[src/rtl/alu_pkg.sv]
// Shared ALU definitions: datapath widths and the rotate-left sequencer state.
// Imported by every ALU operation unit and its interface.
package alu_pkg;

  localparam int WIDTH   = 32;
  localparam int SHAMT_W = 5;
  localparam int CHUNK   = 4;

  typedef enum logic [1:0] {
    IDLE,
    ROT,
    FIN
  } rol_state_t;

endpackage

[src/rtl/alu_rol_seq_if.sv]
// Start/busy/done handshake and operand/result bus of the rotate-left unit.
// The master side is the control unit; the slave side is the ALU unit.
interface alu_rol_seq_if;
  import alu_pkg::*;

  logic             start;
  logic [WIDTH-1:0] A;
  logic [WIDTH-1:0] B;
  logic [WIDTH-1:0] R;
  logic             busy;
  logic             done;

  modport master (
    output start,
    output A,
    output B,
    input  R,
    input  busy,
    input  done
  );

  modport slave (
    input  start,
    input  A,
    input  B,
    output R,
    output busy,
    output done
  );

endinterface

[src/rtl/alu_rol_seq_step.sv]
// One rotate-left retirement step: 4 positions while at least 4 remain,
// otherwise 1; holds when nothing remains so rem can never underflow.
module rol_step
  import alu_pkg::*;
(
  input  logic [WIDTH-1:0]   acc,
  input  logic [SHAMT_W-1:0] rem,
  output logic [WIDTH-1:0]   acc_next,
  output logic [SHAMT_W-1:0] rem_next
);

  always_comb begin
    acc_next = acc;
    rem_next = rem;
    if (rem >= SHAMT_W'(CHUNK)) begin
      acc_next = {acc[WIDTH-CHUNK-1:0],
                  acc[WIDTH-1:WIDTH-CHUNK]};
      rem_next = rem - SHAMT_W'(CHUNK);
    end else if (rem != '0) begin
      acc_next = {acc[WIDTH-2:0], acc[WIDTH-1]};
      rem_next = rem - SHAMT_W'(1);
    end
  end

endmodule

[src/rtl/alu_rol_seq.sv]
// Multi-cycle rotate-left unit: IDLE captures A and B mod 32, ROT retires
// bit positions, FIN presents the result with a one-cycle done pulse.
module alu_rol_seq
  import alu_pkg::*;
(
  input  logic         clk,
  input  logic         reset,
  alu_rol_seq_if.slave bus
);

  rol_state_t         state_q, state_d;
  logic [WIDTH-1:0]   acc_q, acc_d;
  logic [SHAMT_W-1:0] rem_q, rem_d;
  logic [WIDTH-1:0]   r_q, r_d;

  logic [WIDTH-1:0]   step_acc;
  logic [SHAMT_W-1:0] step_rem;
  logic [SHAMT_W-1:0] b_amt;

  // Only the low 5 bits of B are an amount; the rest is don't-care.
  logic unused_b;
  assign unused_b = ^bus.B[WIDTH-1:SHAMT_W];
  assign b_amt    = bus.B[SHAMT_W-1:0];

  rol_step u_step (
    .acc      (acc_q),
    .rem      (rem_q),
    .acc_next (step_acc),
    .rem_next (step_rem)
  );

  always_ff @(posedge clk) begin
    if (reset) begin
      state_q <= IDLE;
      acc_q   <= '0;
      rem_q   <= '0;
      r_q     <= '0;
    end else begin
      state_q <= state_d;
      acc_q   <= acc_d;
      rem_q   <= rem_d;
      r_q     <= r_d;
    end
  end

  always_comb begin
    state_d = state_q;
    unique case (state_q)
      IDLE: begin
        if (bus.start) begin
          state_d = (b_amt != '0) ? ROT : FIN;
        end
      end
      ROT: begin
        if (step_rem == '0) begin
          state_d = FIN;
        end
      end
      FIN:     state_d = IDLE;
      default: state_d = IDLE;
    endcase
  end

  // R is written only on the edge that enters FIN.
  always_comb begin
    acc_d = acc_q;
    rem_d = rem_q;
    r_d   = r_q;
    unique case (state_q)
      IDLE: begin
        if (bus.start) begin
          acc_d = bus.A;
          rem_d = b_amt;
          if (b_amt == '0) begin
            r_d = bus.A;
          end
        end
      end
      ROT: begin
        acc_d = step_acc;
        rem_d = step_rem;
        if (step_rem == '0) begin
          r_d = step_acc;
        end
      end
      default: ;
    endcase
  end

  always_comb begin
    bus.busy = (state_q != IDLE);
    bus.done = (state_q == FIN);
    bus.R    = r_q;
  end

endmodule
[src/flat_wrapper.sv]
// flat-port wrapper written by rule: the top's interface ports become plain ports
module alu_rol_seq_flat import alu_pkg::*;
  (clk, reset, bus_start, bus_A, bus_B, bus_R, bus_busy, bus_done);
  alu_rol_seq_if bus_i ();
  input  logic clk;
  input  logic reset;
  input wire logic [$bits(bus_i.start)-1:0] bus_start;
  input wire logic [$bits(bus_i.A)-1:0] bus_A;
  input wire logic [$bits(bus_i.B)-1:0] bus_B;
  output wire logic [$bits(bus_i.R)-1:0] bus_R;
  output wire logic [$bits(bus_i.busy)-1:0] bus_busy;
  output wire logic [$bits(bus_i.done)-1:0] bus_done;
  assign bus_i.start = bus_start;
  assign bus_i.A = bus_A;
  assign bus_i.B = bus_B;
  assign bus_R = bus_i.R;
  assign bus_busy = bus_i.busy;
  assign bus_done = bus_i.done;
  alu_rol_seq u_core (.clk(clk), .reset(reset), .bus(bus_i));
endmodule
[config.mk]
export PLATFORM = sky130hd
export DESIGN_NAME = alu_rol_seq_flat
export DESIGN_NICKNAME = d
export VERILOG_FILES = /design/src/rtl/alu_pkg.sv /design/src/rtl/alu_rol_seq_if.sv /design/src/rtl/alu_rol_seq_step.sv /design/src/rtl/alu_rol_seq.sv /design/src/flat_wrapper.sv
export SDC_FILE = /design/constraint.sdc
export NUM_CORES = 1
export LEC_CHECK = 0
export ABC_AREA = 1
export CORE_MARGIN = 8
export CORE_UTILIZATION = 30
export DETAILED_ROUTE_END_ITERATION = 10
export GPL_TIMING_DRIVEN = 1
export MAX_ROUTING_LAYER = met4
export PLACE_DENSITY = 0.54
export SYNTH_ARGS = -nofsm -noshare
export SYNTH_HDL_FRONTEND = slang
export SYNTH_SLANG_ARGS = --single-unit
[constraint.sdc]
create_clock -name clk -period 1.8 [get_ports clk]
set_input_delay 0.27 -clock clk [delete_from_list [all_inputs] [get_ports clk]]
set_output_delay 0.27 -clock clk [all_outputs]
set_load 0.01 [all_outputs]
# --- Yosys cells after proc, flatten, opt, wreduce, memory -nomap -nowiden ---
# Index checks and enable logic that the tools add are counted.
op_classes:
  eq_ne: 5
  reduce_logical: 10
  n_mux: 16
  n_addsub: 2
  order_cmp: 1
op_table:
  columns: ["operator", "n"]
  rows:
  - ["2-to-1 mux 32 bit", 6]
  - ["one-hot mux 32 bit (2 select lines)", 2]
  - ["2-to-1 mux 5 bit", 3]
  - ["logical NOT 5 bit", 2]
  - ["one-hot mux 5 bit (2 select lines)", 1]
  - ["nonzero test 5 bit", 2]
  - ["2-to-1 mux 2 bit", 3]
  - ["greater-or-equal comparator 5 x 3 -> 1 bit, second input constant", 1]
  - ["subtractor 5 x 1 -> 5 bit, second input constant", 1]
  - ["subtractor 5 x 3 -> 5 bit, second input constant", 1]
  - ["!= test 2 x 1 -> 1 bit, second input constant", 2]
  - ["one-hot mux 2 bit (2 select lines)", 1]
  - ["AND reduction 2 bit", 2]
  - ["AND reduction 4 bit", 1]
  - ["nonzero test 2 bit", 2]
  - ["== test 2 x 1 -> 1 bit, second input constant", 1]
  - ["== test 2 bit, second input constant", 1]
  - ["logical NOT 2 bit", 1]
  - ["!= test 2 bit, second input constant", 1]
word_totals:
  register_bits: 71
  out_inout_bits: 34
  wordCells: 38
  input_bits: 67

# --- Depth between registers and ports, before layout ---
depth:
  ltp_word: 6
  mapped_depth: 15
  mapped_depth_nobuf: 14

# --- Cells and area by module ---
# A second synthesis with hierarchy kept.
hier_totals:
  hier_cells: 783
  area_unflattened_um2: 4458.0
by_module_without_submodules:
  columns: ["module", "seq_area_each_um2", "area_per_inst_um2", "n_inst", "cells_each"]
  rows:
  - ["alu_rol_seq", 1421.4, 3284.4, 1, 527]
  - ["rol_step", 0.0, 1173.6, 1, 256]

# --- Worst setup path before layout ---
# No wires, ideal clock.
synth_path:
  path_type: "register -> register"
  startpoint: "register u_core.rem_q[2]"
  endpoint: "register u_core.r_q[0], in the netlist u_core.bus.R[0]"
  t_arrival_ps: 1797
  period_less_slack_ps: 1912
  path_buffers: 2
  path_stages_with_launch: 16
  setup_slack_ps: -112
  path_cell_list: "dfxtp_1 -> inv_1 -> ha_1 -> nand3_4 -> inv_2 -> nor2_4 -> nand2_1 -> nand2_1 -> nor2_1 -> nand3_2 -> nand2_1 -> buf_6 -> buf_6 -> nand3_1 -> nand2_1 -> nor2_1"
synth_via:
  elab_chain_len: 6
  word_cells_on_any_way: 13
  cone_classes: "add/sub: 2; order compare: 1; eq/ne: 1; mux: 6; reduce/logical: 3"
synth_rtl:
  columns: ["element", "line_no", "rtl"]
  rows:
  - ["start, declared", "alu_rol_seq.sv:13", "logic [SHAMT_W-1:0] rem_q, rem_d;"]
  - ["start signal, assigned", "alu_rol_seq.sv:41", "rem_q <= rem_d;"]
  - ["subtractor 5 x 1 -> 5 bit / nonzero test 5 bit (equally long branches)", "alu_rol_seq_step.sv:21, alu_rol_seq_step.sv:19", null]
  - ["2-to-1 mux 5 bit", "alu_rol_seq_step.sv:19", "end else if (rem != '0) begin"]
  - ["2-to-1 mux 5 bit", "alu_rol_seq_step.sv:15", "if (rem >= SHAMT_W'(CHUNK)) begin"]
  - ["logical NOT 5 bit", "alu_rol_seq.sv:82", "if (step_rem == '0) begin"]
  - ["!= test 2 x 1 -> 1 bit (no source line)", null, null]
  - ["AND reduction 4 bit (no source line)", null, null]
  - ["end signal, assigned", "alu_rol_seq.sv:42", "r_q <= r_d;"]
  - ["end, declared", "alu_rol_seq.sv:14", "logic [WIDTH-1:0] r_q, r_d;"]
# Parallel ways exist; a longest one is shown, timed or not. The select of a mux whose other input is x is not followed.
# A chain may end at the register's enable or synchronous reset.

# --- Final worst setup path ---
layout_path:
  startpoint: "register u_core.rem_q[3]"
  endpoint: "register u_core.r_q[16], in the netlist u_core.bus.R[16]"
# Same word-level chain as after synthesis.

==> impl_metrics.ini <==
[layout]
stdcell_area_mm2 = 0.00572
fillers = 1271
drive_above_1_share_pct = 19.9
post-route-util_pct = 45.9
most-common-layout-cells = o21ai_0, a21oi_1, nor2_1
instances_no_fill = 841
final_common_cell = o21ai_0
area_growth_pct = 51.7
fin_nets = 735
antenna_cells = 0

[die]
die_area_mm2 = 0.0164
initial_core_util_pct = 30.2
core_mm2 = 0.0125
die_w_um = 128
die_y_um = 128
row_count = 41
num_io_pins = 101

[detailed_routing]
via_per_inst = 4.96
drc_errors = 0
routedWlPerCell_um = 15.4
via_count = 4174
postRouteAntennaNets = 0
drt-total-wl_mm = 13.0
drt_iter0_markers = 314
dr.pass1.iters = 5

[critical_path]
cp.arrival_ps = 2180
cp-start-kind = register
end_kind = register
r2r_cells = 14
r2r_start = u_core.rem_q[3]
worst_r2r_endpoint = u_core.bus.R[16]
crit_path_cell_trace = inv_4, ha_4, nand2_4, nand4_1, nand2_1, nand2_2, nor2_2, nand3_4, nand2_8, buf_12, clkbuf_16, nand3_1, nand2_1, nor2_1
worstPathMaxFanout = 7
critical-path-slowest-cell = dfxtp_2
worst-r2r-setup-slack_ps = -140
critical_path.most_common_cell = nand2_1
cp_data_required_time_ps = 2040
critPathMaxStageDelay_ps = 350
critical_path_class = register to register

[place]
gp_congestion = 0.836
place_inst = 810
hpwl_mm = 8.13
place.port_buffers = 73
place_area_mm2 = 0.00497

[clocking]
cts_root_buf = clkbuf_16
insertion_delay_ps = 350
path_clk_slew_ps = 60
htree_levels = 3
cts_tree = yes
clk_path_buf_depth = 2
cts_buffers = 9
cts-hold-fix-buffers = 0
clock_sinks = 71

[sta]
setup_ws_ps = -141
slew_viol_final = 0
max_freq_ghz = 0.515
finClkSkew_ps = 9.30
min_period_over_period_pct = 108
worst_slew_pin_slew_ps = 401
final.min_clock_period_ps = 1940
finalSetupViolations = 35
rsz0062_at_grt = yes
hold_viol = 0
max-slew-margin-rel_pct = 73.1

[global_route]
gr-usage-all-layers_pct = 16.0
grt-ovfl-total = 0
antenna_found_initial = 0
grt_pass1_wl_mm = 20.6
grt_max_degree = 65
grt_pass1_vias = 4083

[run]
drv_cap = 0

[power]
power_density_mw_per_mm2 = 1460
power.leakage_nw = 2.31
ir_drop_v = 0.000556

[min_path]
min_to = u_core.bus.R[26]
min-delay-start = u_core.bus.R[26]
hold_class = register to register
hold_depth = 2

[synthesis]
syn_area_mm2 = 0.00377
synth.avg_cell_area_um2 = 6.70
syn_inst = 563
syn_nets = 634
ys_ff_latch = 71
ys_seq_area_share_pct = 37.7
ys_types = 26
ys_warn_count = 0

[status]
violations = negative setup slack
status = finished, violations left
report_power, final:
group | internal (W) | switching (W)
clock | 0.00111 | 0.000716
combinational | 0.00199 | 0.00233
sequential | 0.00192 | 0.000282
total | 0.00502 | 0.00333
metal layers:
metal / routed length, µm / track usage (%)
met1: 6110 / 19.8
met4: 248 / 6.71
met5: 0 / -
met2: 5970 / 25.0
met3: 620 / 3.24
per-stage QoR:
| step | total power (W) | hold WS (ps) | setup TNS, ps | worst slack, ps |
|---|---|---|---|---|
| floorplan | 0.00423 | 339 | 0 | 14.8 |
| global placement | 0.00559 | 459 | -3280 | -135 |
| detailed placement | 0.00562 | 467 | -4220 | -168 |
| CTS | 0.00791 | 482 | -2200 | -92.6 |
| global route | 0.00891 | 496 | -6730 | -229 |
| finish | 0.00835 | 474 | -3200 | -141 |
worst max-delay path: cells and delay by family, from the launching register on:
kind	cells	cell delay, ps
simple gates	10	1010
flops	1	350
buf+inv	3	320
fa+ha+maj	1	160
worst max-delay path by stage:
stage	start	cells after the start	slack, ps	to
4_1_cts	u_core.rem_q[1]	14	-90	u_core.bus.R[8]
3_3_place_gp	u_core.rem_q[3]	14	-130	u_core.bus.R[7]
2_1_floorplan	u_core.rem_q[0]	14	10	u_core.bus.R[0]
5_1_grt	u_core.rem_q[3]	14	-230	u_core.bus.R[5]
6_report	u_core.rem_q[3]	14	-140	u_core.bus.R[16]
3_5_place_dp	u_core.rem_q[3]	11	-170	u_core.acc_q[13]
cells in the mapped netlist (all sizes together):
cell type,number,area (µm²)
a2111oi,1,8.76
a211oi,1,7.51
a21oi,93,469
a31oi,3,18.8
buf,13,103
clkbuf,31,116
dfxtp,71,1420
ha,4,50.1
inv,34,128
nand2,57,216
nand3,32,190
nand4,2,12.5
nor2,80,313
nor3,2,10.0
o21ai,136,681
o31ai,1,7.51
xor2,2,17.5
final cells by class:
cell class | instances | area (µm²) | area share, %
clock buffers | 11 | 243 | 4.24
repair buffers | 134 | 1420 | 24.8
multi-input cells | 414 | 2220 | 38.9
clock inverters | 5 | 56.3 | 0.984
well taps | 172 | 215 | 3.76
inverters | 34 | 135 | 2.36
flip-flops and latches | 71 | 1430 | 25.0
sequential cells by signal, summed over array words and instances, names as in the netlist:
register and count:
u_core.acc_q 32, u_core.bus.R 32, u_core.rem_q 5, u_core.state_q 2
timing repair:
action	CTS	global route
pin swaps	7	18
gates cloned	2	2
buffers inserted	8	5
gates resized for setup	32	47
setup endpoints to repair	39	57
logic make-up after synthesis:
group           synth area share, %
xor+xnor                      0.465
flops                          37.7
buf+inv                        9.19
simple gates                   19.7
compound gates                 31.6
fa+ha+maj                      1.33
Note: power is estimated with default switching activity, not from simulation.
